### config.mk
export PLATFORM = sky130hd
export DESIGN_NAME = jtag_ir_unit
export DESIGN_NICKNAME = d
export VERILOG_FILES = /design/src/rtl/jtag_ir_unit.sv
export SDC_FILE = /design/constraint.sdc
export NUM_CORES = 1
export LEC_CHECK = 0
export ABC_AREA = 1
export CAP_MARGIN = 20
export CORE_MARGIN = 4
export CORE_UTILIZATION = 42
export CTS_CLUSTER_SIZE = 25
export DETAILED_ROUTE_END_ITERATION = 10
export HOLD_SLACK_MARGIN = 0.08
export PLACE_DENSITY = 0.75
export SLEW_MARGIN = 20
export SYNTH_ARGS = -nofsm -noshare
export SYNTH_HDL_FRONTEND = slang
export SYNTH_SLANG_ARGS = --single-unit
### constraint.sdc
create_clock -name TCK -period 1.2 [get_ports TCK]
set_input_delay 0.12 -clock TCK [delete_from_list [all_inputs] [get_ports TCK]]
set_output_delay 0.12 -clock TCK [all_outputs]
set_load 0.01 [all_outputs]
### src/rtl/jtag_ir_unit.sv
`default_nettype none
// ============================================================================
//  Module      : jtag_ir_unit
//  Description : JTAG instruction register with capture/shift/update path,
//                latched opcode and a registered one-hot instruction decoder
//                driven from a configurable opcode table.
//  Option      : JTAG_IR_PRIVATE_LOCK_EN - when defined, instructions flagged
//                in PRIVATE_MASK decode as the fallback instruction unless
//                UNLOCK is high at the update edge.
//  Revision    : 1.0 - initial release
// ============================================================================
module jtag_ir_unit #(
  parameter int IR_WIDTH      = 4,
  parameter int NUM_INSTR     = 8,
  parameter logic [NUM_INSTR*IR_WIDTH-1:0] INSTR_CODES =
    {4'h5, 4'h4, 4'h8, 4'h3, 4'h2, 4'h1, 4'hF, 4'h7},
  parameter int RESET_INDEX   = 0,
  parameter int DEFAULT_INDEX = 1,
  parameter logic [NUM_INSTR-1:0] PRIVATE_MASK = '0
) (
  input  logic                  TCK,
  input  logic                  RST,
  input  logic                  TDI,
  input  logic                  TLR,
  input  logic                  CAPTURE_IR,
  input  logic                  SHIFT_IR,
  input  logic                  UPDATE_IR,
  input  logic [IR_WIDTH-3:0]   IR_STATUS,
  input  logic                  UNLOCK,
  output logic                  TDO_IR,
  output logic [IR_WIDTH-1:0]   LATCH_JTAG_IR,
  output logic [NUM_INSTR-1:0]  INSTR_SELECT,
  output logic                  BYPASS_SELECT,
  output logic                  IR_UPDATED
);

  // Fixed IEEE 1149.1 capture pattern in the two LSBs.
  localparam logic [1:0] c_capture_lsbs = 2'b01;

  // Shift register contents after reset.
  localparam logic [IR_WIDTH-1:0] c_sr_reset =
    {{(IR_WIDTH-2){1'b0}}, c_capture_lsbs};

  // Opcode and select vector restored by reset or Test-Logic-Reset.
  localparam logic [IR_WIDTH-1:0] c_reset_code =
    INSTR_CODES[RESET_INDEX*IR_WIDTH +: IR_WIDTH];

  localparam logic [NUM_INSTR-1:0] c_reset_sel =
    {{(NUM_INSTR-1){1'b0}}, 1'b1} << RESET_INDEX;

  // Selected state and next state.
  logic [IR_WIDTH-1:0]  sr_q;
  logic [IR_WIDTH-1:0]  sr_d;
  logic [IR_WIDTH-1:0]  latch_q;
  logic [IR_WIDTH-1:0]  latch_d;
  logic [NUM_INSTR-1:0] sel_q;
  logic [NUM_INSTR-1:0] sel_d;
  logic                 upd_q;
  logic                 upd_d;

  // Decoder results.
  logic [NUM_INSTR-1:0] w_allow;
  logic [NUM_INSTR-1:0] w_dec_sel;
  logic                 w_dec_hit;

  // Per-instruction permission: private entries need UNLOCK when the lock
  // feature is compiled in; otherwise every entry is decodable.
`ifdef JTAG_IR_PRIVATE_LOCK_EN
  assign w_allow = ~PRIVATE_MASK | {NUM_INSTR{UNLOCK}};
`else
  assign w_allow = {NUM_INSTR{1'b1}};

  // UNLOCK and PRIVATE_MASK have no function in this build.
  logic w_unused_lock;
  assign w_unused_lock = ^{UNLOCK, PRIVATE_MASK};
`endif

  // Decode the shift register: lowest matching permitted index wins, no hit
  // falls back to DEFAULT_INDEX, so the result is always exactly one-hot.
  always_comb begin
    w_dec_sel = '0;
    w_dec_hit = 1'b0;
    for (int i = 0; i < NUM_INSTR; i++) begin
      if (!w_dec_hit && w_allow[i] &&
          (sr_q == INSTR_CODES[i*IR_WIDTH +: IR_WIDTH])) begin
        w_dec_sel[i] = 1'b1;
        w_dec_hit    = 1'b1;
      end
    end
    if (!w_dec_hit) begin
      w_dec_sel[DEFAULT_INDEX] = 1'b1;
    end
  end

  // Next-state selection with strobe priority TLR > UPDATE > CAPTURE > SHIFT.
  // The latched opcode and selects only move on TLR or Update-IR, so the
  // previous instruction stays active throughout capture and shift.
  always_comb begin
    sr_d    = sr_q;
    latch_d = latch_q;
    sel_d   = sel_q;
    upd_d   = 1'b0;
    if (TLR) begin
      latch_d = c_reset_code;
      sel_d   = c_reset_sel;
      upd_d   = 1'b1;
    end else if (UPDATE_IR) begin
      latch_d = sr_q;
      sel_d   = w_dec_sel;
      upd_d   = 1'b1;
    end else if (CAPTURE_IR) begin
      sr_d    = {IR_STATUS, c_capture_lsbs};
    end else if (SHIFT_IR) begin
      sr_d    = {TDI, sr_q[IR_WIDTH-1:1]};
    end
  end

  // State registers with synchronous reset taking priority over all strobes.
  always_ff @(posedge TCK) begin
    if (RST) begin
      sr_q    <= c_sr_reset;
      latch_q <= c_reset_code;
      sel_q   <= c_reset_sel;
      upd_q   <= 1'b0;
    end else begin
      sr_q    <= sr_d;
      latch_q <= latch_d;
      sel_q   <= sel_d;
      upd_q   <= upd_d;
    end
  end

  // Serial out is the raw shift LSB; everything else comes from registers.
  assign TDO_IR        = sr_q[0];
  assign LATCH_JTAG_IR = latch_q;
  assign INSTR_SELECT  = sel_q;
  assign BYPASS_SELECT = sel_q[DEFAULT_INDEX];
  assign IR_UPDATED    = upd_q;

endmodule
`default_nettype wire

==> reports/results.ini, run 1 <==
[status]
status=complete, no violations

[drt]
routed_via_density=4.74
vias=659
drtPass1Iterations=4
drc=0
post_drt_wl_per_cell_microns=10.0
totalWireLength_microns=1390
ant_nets=0
drtIter0Drc=6

[clock_network]
path_clk_slew_ps=100
cts.sinks=17
clock_path_buffers=2
htree_levels=1
cts-resized-gates=15
cts-root-buf=clkbuf_4
cts_tree=done
cts_setup_buffers=0
cts.hold.buffers_added=0
numCtsBuffers=3
clk_latency_ps=290

[timing]
max_slew_margin_pct=83.4
fin_crit_sh_pct=87.5
skew_ps=4.91
fin_crit_ps=1050
fmax_mhz=953
rsz0062_at_grt=no
setup_slack_ps=150
slew_viol_final=0
hold_violations=0
tightest_slew_ps=249
hold-worst-slack_ps=418
setup_viol=0

[layout]
layout-drive-gt1-share_pct=10.6
layout.cells.most_common_list=nand2_1 (20), dfxtp_1 (17), dlygate4sd2_1 (15)
final_common_cell=nand2_1
nets=134
antenna-diode-count=0
area_growth_pct=36.9
stdcell_count=139

[setup_path]
path_max_fanout=6
critPathKind=flip-flop to flip-flop
crit_arrival_ps=1230
crit_path_end_kind=flip-flop
reg2reg_from=sr_q[0]
critPathLaunchType=flip-flop
crit_start=sr_q[0]
cp.required_ps=1380

[floorplan]
die-area_sq_um=2420
die_w_microns=49.2
ios=25
design.core.area_sq_um=1560
row_count=14
die_y_microns=49.2
initial_core_util_pct=45.7

[pwr]
power_density_nw_per_um2=1110
leakage_nw=0.473
ir_worst_vdd_mv=0.713

[yosys]
synth_nets=105
synth_seq_cells=17
ys_types=14
synth-seq-area-share_pct=47.8
syn_area_sq_um=712
yosys_warnings=0
postSynthAreaPerCell_sq_um=7.49
syn_inst=95

[worst_hold_path]
min_path_type=input port to flip-flop
min-delay-start=RST

[placement]
placedCellCount=135
pre_cts_ws_ps=-33.3
portBuffers=23
gp_congestion=0.809
hpwl_microns=1080

[grt]
grt_max_degree=13
antenna_found_initial=0
grt_pass1_wl_microns=2350
grt-ovfl-total=0
grtUsageTotal_pct=12.2
first_global_vias=539

[run]
cap_violations=0

worst paths after layout:
kind | endpoint | slack (ps) | cells after the start
min reg2reg | INSTR_SELECT[0] | 470 | 2
max reg2reg | INSTR_SELECT[1] | 150 | 5
min | IR_UPDATED | 420 | 2
max | INSTR_SELECT[1] | 150 | 5
metal layers:
| metal | vias up | track usage (%) | share of wire [%] | wire length (microns) |
|---|---|---|---|---|
| li1 | 363 | - | - | - |
| met1 | 277 | 15.6 | 48 | 672 |
| met2 | 17 | 19.2 | 46 | 636 |
| met3 | 2 | 2.75 | 4.8 | 67 |
| met4 | 0 | 5.69 | 1.2 | 17 |
| met5 | - | 0 | 0 | 0 |
logic make-up (layout without fill, tap and decap cells):
logic type	after synthesis	in the layout	share of synthesized area, %
simple gates	41	41	24.4
compound gates	23	23	17.8
flops	17	17	47.8
buf+inv	14	42	10.0
state kept, by name (all words and copies together) (netlist names):
signal,cells
INSTR_SELECT,8
LATCH_JTAG_IR,4
sr_q,4
IR_UPDATED,1
where the power goes:
part / total (mW) / leakage, nW / internal (mW) / switching, mW
clock network: 0.300 / 0.0177 / 0.124 / 0.176
registers: 0.606 / 0.140 / 0.591 / 0.0147
logic: 0.181 / 0.316 / 0.0854 / 0.0958
per-stage QoR:
stage                     util (%)  total power [mW]  area [sq um]  setup TNS (ps)
after floorplan                  -             0.722           712               0
after global placement        62.0             0.815           966           -62.3
after detailed placement      62.0             0.817           966            -118
after CTS                     62.5              1.10           975               0
after global routing          62.5              1.15           975               0
final                         62.5              1.09           975               0
worst max-delay path, cell delays in order (launching register included):
cell and delay (ps):
dfxtp_1 320, buf_4 150, nor2_1 190, nand3_1 140, nand2_1 90, a21oi_1 60
cell usage after synthesis:
cell type	n	area, sq um
inv_1	9	33.8
inv_2	1	3.75
nor2_1	11	41.3
o211ai_1	3	22.5
dfxtp_1	17	340
a21oi_1	8	40.0
nor2_4	1	11.3
nand3_1	8	40.0
buf_6	1	11.3
buf_4	3	22.5
nand2_1	20	75.1
o21ai_0	11	55.1
o21ai_2	1	8.76
nor2_2	1	6.26
cell type report:
cell class | instances | area [sq um]
inverters | 10 | 37.5
fillers | 156 | 584
well taps | 16 | 20.0
multi-input cells | 64 | 300
flip-flops and latches | 17 | 340
repair buffers | 28 | 249
clock buffers | 3 | 22.5
clock inverters | 1 | 5.00
No activity file was read; power rests on OpenSTA's default activity.
==> inputs of run 2 (changes only) <==
Settings changed: SLEW_MARGIN 20 to 10.
==> results of run 2 <==
Same layout as run 1: the final DEF is identical, and so are final timing and power.
==> inputs of run 3 (changes only) <==
Settings changed: GPL_TIMING_DRIVEN set to 1.
==> results of run 3 <==
Same layout as run 1: the final DEF is identical, and so are final timing and power.
